## config.mk

```make
export PLATFORM = sky130hd
export DESIGN_NAME = if_stage
export DESIGN_NICKNAME = d
export VERILOG_FILES = /design/src/rtl/if_stage_pkg.sv /design/src/rtl/if_stage.sv
export SDC_FILE = /design/constraint.sdc
export NUM_CORES = 1
export LEC_CHECK = 0
export CORE_ASPECT_RATIO = 0.9
export CORE_MARGIN = 3
export CORE_UTILIZATION = 45
export CTS_CLUSTER_SIZE = 14
export DETAILED_ROUTE_END_ITERATION = 6
export PLACE_DENSITY_LB_ADDON = 0.05
export SETUP_SLACK_MARGIN = 0.3
export SLEW_MARGIN = 15
export SYNTH_ARGS = -nofsm -noshare
export SYNTH_HDL_FRONTEND = slang
export SYNTH_SLANG_ARGS = --single-unit
```

## constraint.sdc

```tcl
create_clock -name clk_in -period 3.5 [get_ports clk_in]
set_clock_uncertainty 0.15 [all_clocks]
set_input_delay 1.05 -clock clk_in [delete_from_list [all_inputs] [get_ports clk_in]]
set_output_delay 1.05 -clock clk_in [all_outputs]
set_load 0.01 [all_outputs]
```

## src/rtl/if_stage_pkg.sv

```systemverilog
// if_stage_pkg -- shared widths, encodings and IF state constants for the
// byte-serial instruction fetch stage.
package if_stage_pkg;

  // Field widths (stallRange / addrRange / instRange / byte)
  localparam int STALL_W = 6;
  localparam int ADDR_W  = 32;
  localparam int INST_W  = 32;
  localparam int BYTE_W  = 8;

  // Bit of the stall vector that means IF/ID is not accepting
  localparam int STALL_IF = 1;

  localparam logic [31:0] ZERO32   = 32'h0000_0000;
  localparam logic        JUMP     = 1'b1;
  localparam logic        NO_STALL = 1'b0;

  // Bytes per instruction; also the "all issued" value of the issue counter
  localparam logic [2:0] BYTES_PER_INST = 3'd4;

  // IF state encodings
  localparam logic [1:0] IF_FETCH = 2'd0;
  localparam logic [1:0] IF_HOLD  = 2'd1;
  localparam logic [1:0] IF_FLUSH = 2'd2;

endpackage

```

## src/rtl/if_stage.sv

```systemverilog
// if_stage -- instruction fetch over a byte-wide memory port.
// Issues four byte requests starting at pc_in, collects the returned bytes
// (data arrives one cycle after its grant), and delivers a little-endian
// 32-bit instruction with a one-cycle valid pulse.
// Ports:
//   clk_in, rst_in (sync, active-low), rdy_in (0 freezes everything)
//   pc_in / pcJump_in / stall_in    : from PC stage and stall controller
//   memReq_out / memAddr_out        : byte request to memory controller
//   memGrant_in / memData_in        : grant this cycle, data next cycle
//   IF_pc_out / IF_inst_out / IF_valid_out : delivered instruction
//   IF_stallReq_out                 : combinational hold request for PC
module if_stage
  import if_stage_pkg::*;
(
  input  logic              clk_in,
  input  logic              rst_in,
  input  logic              rdy_in,
  input  logic [ADDR_W-1:0] pc_in,
  input  logic              pcJump_in,
  input  logic [STALL_W-1:0] stall_in,
  output logic              memReq_out,
  output logic [ADDR_W-1:0] memAddr_out,
  input  logic              memGrant_in,
  input  logic [BYTE_W-1:0] memData_in,
  output logic [ADDR_W-1:0] IF_pc_out,
  output logic [INST_W-1:0] IF_inst_out,
  output logic              IF_valid_out,
  output logic              IF_stallReq_out
);

  logic [1:0]              r_state;
  logic [2:0]              r_issued;        // bytes granted so far (0..4)
  logic                    r_inflight;      // a granted byte is on memData_in now
  logic [1:0]              r_inflight_idx;  // which byte that is
  logic [2:0][BYTE_W-1:0]  r_bytes;         // bytes 0..2; byte 3 goes straight out
  logic [ADDR_W-1:0]       r_pc;
  logic [INST_W-1:0]       r_inst;
  logic                    r_valid;

  logic w_fetch, w_req, w_grant, w_last, w_jump, w_hold_req;
  logic w_unused_stall;

  assign w_fetch    = (r_state == IF_FETCH);
  assign w_jump     = (pcJump_in == JUMP);
  assign w_hold_req = (stall_in[STALL_IF] != NO_STALL);
  // A jump kills the request in the same cycle; a frozen pipe never requests.
  assign w_req      = rdy_in && w_fetch && (r_issued < BYTES_PER_INST) && !w_jump;
  assign w_grant    = w_req && memGrant_in;
  // Final byte of the instruction is on the data bus this cycle.
  assign w_last     = w_fetch && r_inflight && (r_inflight_idx == 2'd3);

  assign w_unused_stall = ^{stall_in[STALL_W-1:STALL_IF+1], stall_in[STALL_IF-1:0]};

  assign memReq_out      = w_req;
  assign memAddr_out     = pc_in + ADDR_W'(r_issued);
  assign IF_stallReq_out = !w_last;
  assign IF_pc_out       = r_pc;
  assign IF_inst_out     = r_inst;
  assign IF_valid_out    = r_valid;

  always_ff @(posedge clk_in) begin
    if (!rst_in) begin
      r_state        <= IF_FETCH;
      r_issued       <= '0;
      r_inflight     <= 1'b0;
      r_inflight_idx <= '0;
      r_bytes        <= '0;
      r_pc           <= ZERO32;
      r_inst         <= ZERO32;
      r_valid        <= 1'b0;
    end else if (rdy_in) begin
      if (w_jump) begin
        // Drop everything collected or still in flight; one dead cycle follows.
        r_state        <= IF_FLUSH;
        r_issued       <= '0;
        r_inflight     <= 1'b0;
        r_inflight_idx <= '0;
        r_bytes        <= '0;
        r_valid        <= 1'b0;
      end else begin
        case (r_state)
          IF_FETCH: begin
            r_valid        <= 1'b0;
            r_inflight     <= w_grant;
            r_inflight_idx <= r_issued[1:0];
            if (w_grant) r_issued <= r_issued + 3'd1;
            if (w_last) begin
              // No grant can coincide here: all four bytes are already issued.
              r_inst   <= {memData_in, r_bytes};
              r_pc     <= pc_in;
              r_valid  <= 1'b1;
              r_issued <= '0;
              r_bytes  <= '0;
              if (w_hold_req) r_state <= IF_HOLD;
            end else if (r_inflight) begin
              r_bytes[r_inflight_idx] <= memData_in;
            end
          end
          IF_HOLD: begin
            // Outputs stay valid through the cycle ID finally accepts them.
            if (!w_hold_req) begin
              r_state <= IF_FETCH;
              r_valid <= 1'b0;
            end
          end
          IF_FLUSH: r_state <= IF_FETCH;
          default:  r_state <= IF_FETCH;
        endcase
      end
    end
  end

endmodule

```

==> results of run 1 <==
[sequential cells by signal, summed over array words and instances (netlist names)]
register	cells
IF_inst_out	32
IF_pc_out	32
r_bytes	24
r_issued	3
r_inflight_idx	2
r_state	2
IF_valid_out	1
r_inflight	1
[power groups by stage]
stage               logic, mW  registers (mW)  clock network [mW]
finish                  0.245            1.11               0.733
global route            0.262            1.11               0.793
CTS                     0.242            1.11               0.748
detailed placement      0.257            1.13                   0
global placement        0.253            1.13                   0
floorplan              0.0940            1.13                   0
[per-stage QoR]
step	hold WS [ns]	TNS, ns	utilization, %	area (sq um)
6_report	0.312	-2.74	74.1	6830
2_1_floorplan	0.279	0	-	4600
5_1_grt	0.336	-4.24	74.1	6830
3_3_place_gp	0.295	-26.60	69.5	6400
3_5_place_dp	0.294	-27.35	69.5	6400
4_1_cts	0.319	-2.81	73.8	6790
[worst max path at each step]
stage	start	to	slack, ns	cells after the start
6_report	pc_in[0]	memAddr_out[24]	-0.20	9
5_1_grt	pc_in[0]	memAddr_out[24]	-0.27	9
4_1_cts	pc_in[0]	memAddr_out[30]	-0.23	9
3_5_place_dp	pc_in[0]	memAddr_out[24]	-1.00	8
3_3_place_gp	pc_in[0]	memAddr_out[24]	-0.97	8
2_1_floorplan	pc_in[2]	memAddr_out[9]	0.13	6
[placed cells by master, fill, tap and decap left out, types with 3 or more instances in the layout]
cell type / instances
nand2_1: 139
dfxtp_1: 97
clkdlybuf4s50_1: 83
a21boi_0: 60
buf_4: 48
buf_2: 33
xnor2_2: 25
dlygate4sd2_1: 18
nand4_1: 16
buf_6: 15
o21ai_0: 12
inv_1: 11
nand3_1: 10
o22ai_1: 9
clkbuf_8: 9
nand3_2: 8
a32o_1: 8
and3_1: 6
nor2b_1: 6
nand3_4: 5
a21oi_1: 5
nor2_4: 4
xor2_1: 4
nor2_1: 4
a21boi_1: 4
clkbuf_2: 4
a21oi_4: 3
a31oi_1: 3
ha_4: 3
inv_6: 3
buf_12: 3
[layer usage]
metal	part of all wire (%)	GRT usage, %	vias to the layer above
li1	-	-	2117
met1	42	30.7	2059
met2	51	43.2	126
met3	6.2	5.11	16
met4	1.3	7.67	0
met5	0	0	-
[timing repair]
| item | in CTS | in global routing |
|---|---|---|
| pin swaps | 47 | 25 |
| setup buffers | 16 | 2 |
| hold endpoints to repair | 0 | 0 |
| endpoints found under the setup margin | 33 | 32 |
| cloned | 4 | 0 |
| hold buffers | 0 | 0 |
| resized for setup | 216 | 16 |
[critical path, cell delays in order]
cell and delay [ns]:
buf_8 0.10, ha_4 0.15, fa_2 0.36, a21oi_4 0.25
buf_6 0.14, nor2_4 0.05, nand4_1 0.14, xnor2_2 0.12
buf_2 0.14
[layout make-up]
class	instances	area (sq um)
multi-input cells	369	2620
fillers	693	2380
flip-flops and latches	97	1940
repair buffers	210	1870
well taps	122	153
clock buffers	9	124
clock inverters	7	77.6
inverters	11	41.3
[logic make-up (layout without fill, tap and decap cells)]
group / Yosys count / count (layout) / share of synthesized area, %
AND/OR/NAND/NOR: 221 / 222 / 24.0
AO/OA/AOI/OAI: 110 / 110 / 18.1
flip-flops: 97 / 97 / 45.2
buffers and inverters: 42 / 237 / 4.57
XOR/XNOR: 31 / 31 / 6.31
adder cells (fa/ha/maj): 5 / 5 / 1.63
multiplexers: 1 / 1 / 0.233
==> flow_summary.toml, run 1 <==
[route]
drc = 0
drt-total-wl_microns = 13300
dr.first_iter.drc_count = 199
wire_per_inst_microns = 16.1
avgViaCountPerCell = 5.23
first_pass_iters = 5
drtAntennaViolNets = 0
vias = 4318

[timing]
grt_setup_unrepaired = "true"
fmax_mhz = 270
layout_setup_ws_ns = -0.204
fin_crit_ns = 3.70
post-route-period-util_pct = 106
tightest_slew_ns = 0.665
setup_violations = 25
finalMaxSlewViolations = 0
hold_violations = 0
max_slew_margin_pct = 55.7

[synth]
ys_top_cells_by_count = "nand2_1, dfxtp_1, a21boi_0"
yosysMostFrequentCell = "nand2_1"
synth_ff_type = "dfxtp_1"
synthesis.area_sq_um = 4300
yosys-top-cells-area = "dfxtp_1, nand2_1, a21boi_0, xnor2_1, nand3_1"
post-synth-top-area-cell = "dfxtp_1"
synth-edff-count = 0
yosysWarnings = 0
ys_types = 42
synth_seq_cells = 97
synth_top_area_share_pct = 45.2
async_flop_share_pct = 0
synth_area_per_cell_sq_um = 8.48
syn_inst = 507
synth_seq_area_share_pct = 45.2
syn_nets = 563

[grt]
grt_pass1_vias = 4296
grt.total_usage_pct = 24.8
grt_pass1_wl_microns = 21400
grt_overflow = 0
grt_max_degree = 65
antenna_found_initial = 0

[clock_network]
cts_max_level = 3
clockBufferDepth = 2
numCtsBuffers = 9
cts_root_buf = "clkbuf_8"
insertion_delay_ns = 0.36
clk_pin_slew_ns = 0.12
cts.sinks = 97
cts_tree = "done"

[worst_setup_path]
rrSetupSlack_ns = 1.41
critPathLaunchType = "primary input"
critical_path_required_ns = 2.30
arrival_ns = 2.50
timing.rr.start = "r_state[0]$_SDFFE_PN0P_"
worst_setup_path_end_kind = "output pin"
rr_worst_depth = 5
critPathKind = "in2out"
r2r-end = "IF_pc_out[19]$_SDFFE_PN0P_"
cp_max_fo = 5

[power]
p_switching_mw = 0.572
clkPwrFrac_pct = 35.1
p_per_area_nw_per_um2 = 306
p_sw_share_pct = 27.4
ir_drop_mv = 0.310
combinationalPowerShare_pct = 11.8
seq_power_share_pct = 53.1
total_power_mw = 2.09
leakage_nw = 2.59
internal_power_mw = 1.51

[min_path]
min_from = "r_bytes[8]$_SDFFE_PN0P_"
holdPathEnd = "IF_inst_out[8]$_SDFFE_PN0P_"
hp-class = "reg2reg"
min_delay_path_depth = 2

[place]
placed_cells = 787
portBuffers = 144
place_congestion = 0.826
hpwlAfterDp_microns = 9100
place_ws_ns = -1.00

[layout]
diodes = 0
final_nets = 754
area_delta_synth_final_pct = 58.7
drive_gt1_share_pct = 26.6
final_cells = 825

[status]
status = "finished, violations left"
violations = "setup timing"

[floorplanning]
initial_core_util_pct = 46.7
core_area_sq_um = 9210
die_w_microns = 109
die_h_microns = 98.7
die_area_sq_um = 10800
pin_count = 150
rows = 33

[run]
cap_violations = 0
No activity file was read; power rests on OpenSTA's default activity.
==> inputs of run 2 (changes only) <==
--- a/config.mk
+++ b/config.mk
@@ -5,9 +5,9 @@
 export SDC_FILE = /design/constraint.sdc
 export NUM_CORES = 1
 export LEC_CHECK = 0
-export CORE_ASPECT_RATIO = 0.9
+export ABC_AREA = 1
 export CORE_MARGIN = 3
-export CORE_UTILIZATION = 45
+export CORE_UTILIZATION = 46
 export CTS_CLUSTER_SIZE = 14
 export DETAILED_ROUTE_END_ITERATION = 6
 export PLACE_DENSITY_LB_ADDON = 0.05
==> run 2 against run 1 <==
Compared with the run above:
- the run still ends with setup timing left
- via count is 23% higher
- cell area increased by 7.6%
- count of clock-buffer cells in the layout stayed put
- largest cell class unchanged
==> flow_summary.toml, run 2 <==
[grt]
use_met3_pct = 5.28
grt_pass1_wl_microns = 25600
grt_overflow = 0
busiest_layer = "met2"
met1_usage_pct = 34.4
grt_pass1_vias = 5230
antenna_found_initial = 0
grt.total_usage_pct = 27.8
grt_max_degree = 68
met2_usage_pct = 49.5

[layout]
final_cells = 1009
drive_gt1_share_pct = 29.5
final_cell_mix = "nand2_1, dfxtp_1, a21oi_1, nand3_1, clkdlybuf4s50_1"
final_common_cell = "nand2_1"
final_nets = 931
area_delta_synth_final_pct = 58.7
diodes = 0
fin_util_pct = 77.3

[worst_setup_path]
timing.rr.start = "r_state[1]$_SDFFE_PN0P_"
worst_setup_path_end_kind = "output pin"
critPathLaunchType = "primary input"
critPathKind = "in2out"
rrSetupSlack_ns = 1.34
cp_max_fo = 3
r2r-end = "IF_pc_out[7]$_SDFFE_PN0P_"
critical_path_required_ns = 2.30
arrival_ns = 2.43
rr_worst_depth = 6

[power]
leakage_nw = 2.83
seq_power_share_pct = 52.0
p_per_area_nw_per_um2 = 290
p_sw_share_pct = 28.6
ir_drop_mv = 0.295
internal_power_mw = 1.52
p_switching_mw = 0.611
clkPwrFrac_pct = 33.7
combinationalPowerShare_pct = 14.4

[timing]
grt_setup_unrepaired = "true"
tightest_slew_ns = 0.720
fin_hold_ws_ns = 0.315
fmax_mhz = 276
setup_violations = 17
hold_violations = 0
layout_setup_ws_ns = -0.128
finalMaxSlewViolations = 0
post-route-period-util_pct = 104
tns_ns = -0.949
fin_crit_ns = 3.63
max_slew_margin_pct = 52.0

[synth]
synth_seq_area_share_pct = 42.0
ys_top_cells_by_count = "nand2_1, dfxtp_1, a21oi_1"
synth-edff-count = 0
post-synth-top-area-cell = "dfxtp_1"
yosysWarnings = 0
yosysMostFrequentCell = "nand2_1"
syn_inst = 662
ys_types = 26
async_flop_share_pct = 0
syn_nets = 718
synthesis.area_sq_um = 4630
synth_ff_type = "dfxtp_1"
yosys-top-cells-area = "dfxtp_1, nand2_1, a21oi_1, nand3_1, nor2_1"
synth_top_area_share_pct = 42.0
synth_area_per_cell_sq_um = 6.99
synth_seq_cells = 97

[floorplanning]
pin_count = 150
die_area_sq_um = 11300
core_area_sq_um = 9500
die_h_microns = 106
die_w_microns = 106
initial_core_util_pct = 48.7
rows = 35

[min_path]
min_delay_path_depth = 2
min_from = "IF_pc_out[19]$_SDFFE_PN0P_"
hp-class = "reg2reg"
holdPathEnd = "IF_pc_out[19]$_SDFFE_PN0P_"

[clock_network]
cts_tree = "done"
cts_root_buf = "clkbuf_8"
numCtsBuffers = 9
clk_pin_slew_ns = 0.10
cts_max_level = 3
cts.sinks = 97
insertion_delay_ns = 0.36
clockBufferDepth = 2

[place]
hpwlAfterDp_microns = 10900
place_congestion = 0.889
portBuffers = 144
placed_cells = 966

[route]
first_pass_iters = 4
drtAntennaViolNets = 0
wire_per_inst_microns = 15.9
drc = 0
dr.first_iter.drc_count = 255
drt-total-wl_microns = 16000
vias = 5296
avgViaCountPerCell = 5.25

[run]
cap_violations = 0

[status]
violations = "setup timing"
status = "finished, violations left"
-- run 2: changes by cell type after synthesis, sizes merged, moves of 9 or more --
cell / change
a21oi: +88
nand4: -12
inv: +15
o22ai: -9
nor3: +9
o21ai: -12
nor2: +38
nand3: +63
xnor2: -17
nand2: +85
a21boi: -64
-- run 2: layer usage --
layer	part of all wire [%]	routed length (microns)
met3	7.0	1120
met4	1.6	253
met1	41	6540
met5	0	0
met2	51	8090
-- run 2: worst max path at each step --
stage	cells past startpoint	to	startpoint
floorplan	8	memAddr_out[22]	pc_in[0]
global placement	10	memAddr_out[30]	pc_in[0]
detailed placement	10	memAddr_out[16]	pc_in[0]
CTS	12	memAddr_out[28]	pc_in[0]
global route	13	memAddr_out[28]	pc_in[0]
finish	13	memAddr_out[28]	pc_in[0]
-- run 2: kinds of logic (layout without fill, tap and decap cells) --
family	count (synthesis)	in the layout	synth area share, %
xor gates and xnor gates	19	19	3.60
adders and majority gates	5	5	1.51
AOI/OAI and AO/OA	99	99	10.7
DFF	97	97	42.0
and+or+nand+nor	382	382	35.1
buffers and inverters	60	278	7.06
-- run 2: cell type report --
| cell class | instances | area [sq um] |
|---|---|---|
| multi-input cells | 505 | 2890 |
| fillers | 726 | 2160 |
| repair buffers | 235 | 2040 |
| flip-flops and latches | 97 | 1940 |
| well taps | 129 | 161 |
| clock buffers | 9 | 124 |
| inverters | 27 | 114 |
| clock inverters | 7 | 73.8 |
-- run 2: stage by stage --
step,total power [mW],setup slack [ns],instance area [sq um]
after floorplan,1.24,0.163,4780
after global placement,1.42,-0.958,6650
after detailed placement,1.42,-0.994,6650
after CTS,2.12,-0.0952,7170
after global routing,2.20,-0.178,7340
final,2.13,-0.128,7340
-- run 2: timing repair --
| action | CTS | global route |
|---|---|---|
| setup endpoints to repair | 33 | 31 |
| buffers inserted | 23 | 4 |
| hold buffers | 0 | 0 |
| pin swaps | 39 | 30 |
| gates cloned | 0 | 0 |
| gates resized for setup | 301 | 43 |
-- run 2: critical path, cell delays in order --
cell     delay (ns)
buf_8          0.10
ha_4           0.16
fa_2           0.34
nand2_2        0.09
nand2_4        0.06
nand2_4        0.07
nor2_4         0.05
buf_6          0.13
buf_6          0.11
nand2_2        0.06
nand2_2        0.05
nand2_2        0.06
buf_6          0.10
-- run 2: power by group through the flow --
stage | logic, mW | clock network, mW | registers (mW)
after global routing | 0.327 | 0.766 | 1.11
after global placement | 0.284 | 0 | 1.13
final | 0.306 | 0.719 | 1.11
after detailed placement | 0.287 | 0 | 1.13
after CTS | 0.289 | 0.725 | 1.11
after floorplan | 0.107 | 0 | 1.13
==> inputs of run 3 (changes only) <==
--- a/config.mk
+++ b/config.mk
@@ -6,8 +6,10 @@
 export NUM_CORES = 1
 export LEC_CHECK = 0
 export ABC_AREA = 1
+export CELL_PAD_IN_SITES_DETAIL_PLACEMENT = 0
+export CELL_PAD_IN_SITES_GLOBAL_PLACEMENT = 2
 export CORE_MARGIN = 3
-export CORE_UTILIZATION = 46
+export CORE_UTILIZATION = 24
 export CTS_CLUSTER_SIZE = 14
 export DETAILED_ROUTE_END_ITERATION = 6
 export PLACE_DENSITY_LB_ADDON = 0.05
==> run 3 against run 2 <==
Compared with the run above:
- the flow still finishes with violations (setup timing)
- power rose by 11%
- setup slack got worse by 0.052 ns
- combinational power grew 6%
- via count down 3.0%
- maximum frequency is 1.4% lower
- sequential share of layout area fell by 1.6 points
- sequential power about the same
- critical path type unchanged
- critical endpoint is now memAddr_out[22]
==> flow_summary.toml, run 3 (synthesis results as in run 2) <==
[timing]
max_slew_margin_pct = 50.0
grt_setup_unrepaired = "true"
setup_violations = 19
fin_hold_ws_ns = 0.311
tns_ns = -1.46
tightest_slew_ns = 0.750
layout_setup_ws_ns = -0.180
post-route-period-util_pct = 105
fmax_mhz = 272
hold_violations = 0
finalMaxSlewViolations = 0
fin_crit_ns = 3.68

[layout]
fill_cells = 1934
diodes = 0
final_cell_mix = "nand2_1, dfxtp_1, a21oi_1, buf_4, clkdlybuf4s50_1"
final_common_cell = "nand2_1"
area_delta_synth_final_pct = 68.8
drive_gt1_share_pct = 32.7
final_nets = 955

[floorplanning]
die_h_microns = 145
initial_core_util_pct = 24.6
die_w_microns = 145
die_area_sq_um = 21000
pin_count = 150
core_area_sq_um = 18800
rows = 50

[worst_setup_path]
critPathLaunchType = "primary input"
arrival_ns = 2.48
critPathKind = "in2out"
worst_setup_path_end_kind = "output pin"
r2r-end = "IF_inst_out[3]$_SDFFE_PN0P_"
critical_path_required_ns = 2.30
rr_worst_depth = 6
rrSetupSlack_ns = 1.43
timing.rr.start = "r_state[1]$_SDFFE_PN0P_"
cp_max_fo = 3

[power]
total_power_mw = 2.36
p_per_area_nw_per_um2 = 303
ir_drop_mv = 0.223
leakage_nw = 3.04

[clock_network]
numCtsBuffers = 9
cts.sinks = 97
cts_max_level = 3
clk_pin_slew_ns = 0.07
postCtsHoldBufs = 0
cts_root_buf = "clkbuf_16"
clockBufferDepth = 2
insertion_delay_ns = 0.35
cts_tree = "done"

[place]
portBuffers = 144
place_congestion = 0.823
hpwlAfterDp_microns = 12900

[grt]
grt_pass1_vias = 5167
grt_pass1_wl_microns = 27300
grt.total_usage_pct = 16.5
grt_overflow = 0
grt_max_degree = 68
antenna_found_initial = 0

[route]
drt-total-wl_microns = 17500
drc = 0
dr.first_iter.drc_count = 159
drtAntennaViolNets = 0
wire_per_inst_microns = 15.0
vias = 5139
avgViaCountPerCell = 4.42
first_pass_iters = 5

[min_path]
min_delay_path_depth = 2
hp-class = "reg2reg"
holdPathEnd = "IF_pc_out[19]$_SDFFE_PN0P_"
min_from = "IF_pc_out[19]$_SDFFE_PN0P_"

[status]
violations = "setup timing"
status = "finished, violations left"

[run]
cap_violations = 0
-- run 3: cell count changes in the layout (fill, tap and decap cells not counted), moves of 4 or more --
| cell | delta |
|---|---|
| nand2_4 | +4 |
| buf_4 | +10 |
| clkbuf_16 | +9 |
| clkbuf_8 | -9 |
| nor2_1 | -6 |
| nor2_2 | +6 |
| buf_6 | +16 |
-- run 3: cell type report --
cell class / instances / area, sq um / share of cell area (%)
multi-input cells: 505 / 2890 / 37.0
repair buffers: 259 / 2280 / 29.2
flip-flops and latches: 97 / 1940 / 24.9
well taps: 260 / 325 / 4.16
clock buffers: 9 / 225 / 2.88
inverters: 27 / 105 / 1.35
clock inverters: 6 / 45.0 / 0.577
-- run 3: critical path: stages --
cell     delay [ns]
buf_8          0.10
ha_4           0.15
fa_2           0.35
nand2_2        0.09
nand2_4        0.07
nand2_4        0.07
nor2_4         0.06
buf_6          0.12
buf_6          0.11
nand3_4        0.05
xor2_2         0.13
buf_2          0.14
-- run 3: timing repair --
action / in CTS / in global routing
setup buffers: 24 / 8
endpoints found under the setup margin: 33 / 30
gates resized for setup: 367 / 14
pin swaps: 54 / 13
-- run 3: how the worst max path moves through the flow --
| stage | startpoint | end | slack, ns | depth (start not counted) |
|---|---|---|---|---|
| floorplan | pc_in[0] | memAddr_out[22] | 0.16 | 8 |
| detailed placement | pc_in[0] | memAddr_out[16] | -1.05 | 10 |
| CTS | pc_in[0] | memAddr_out[22] | -0.20 | 12 |
| global route | pc_in[0] | memAddr_out[22] | -0.26 | 12 |
| finish | pc_in[0] | memAddr_out[22] | -0.18 | 12 |
| global placement | pc_in[0] | memAddr_out[30] | -1.00 | 12 |
-- run 3: power by group --
group	switching, mW	leakage, nW	total (mW)	internal, mW
Clock	0.450	0.136	0.932	0.482
Combinational	0.174	2.12	0.323	0.148
Sequential	0.00299	0.781	1.11	1.10
Total	0.627	3.04	2.36	1.74
-- run 3: through the flow --
step / setup slack [ns] / utilization [%] / cell area [sq um] / std cells
3_3_place_gp: -1.00 / 37.1 / 6980 / 1116
6_report: -0.180 / 41.5 / 7810 / 1163
4_1_cts: -0.197 / 40.9 / 7700 / 1155
3_5_place_dp: -1.05 / 37.1 / 6980 / 1116
5_1_grt: -0.264 / 41.5 / 7810 / 1163
2_1_floorplan: 0.163 / - / 4780 / 662
-- run 3: layer usage --
metal  GRT usage, %  up-vias  part of all wire [%]
met1           21.1     2384                    45
met3           2.79        8                   4.1
li1               -     2645                     -
met4           3.39        0                  0.63
met2           29.2      102                    50
met5              0        -                     0
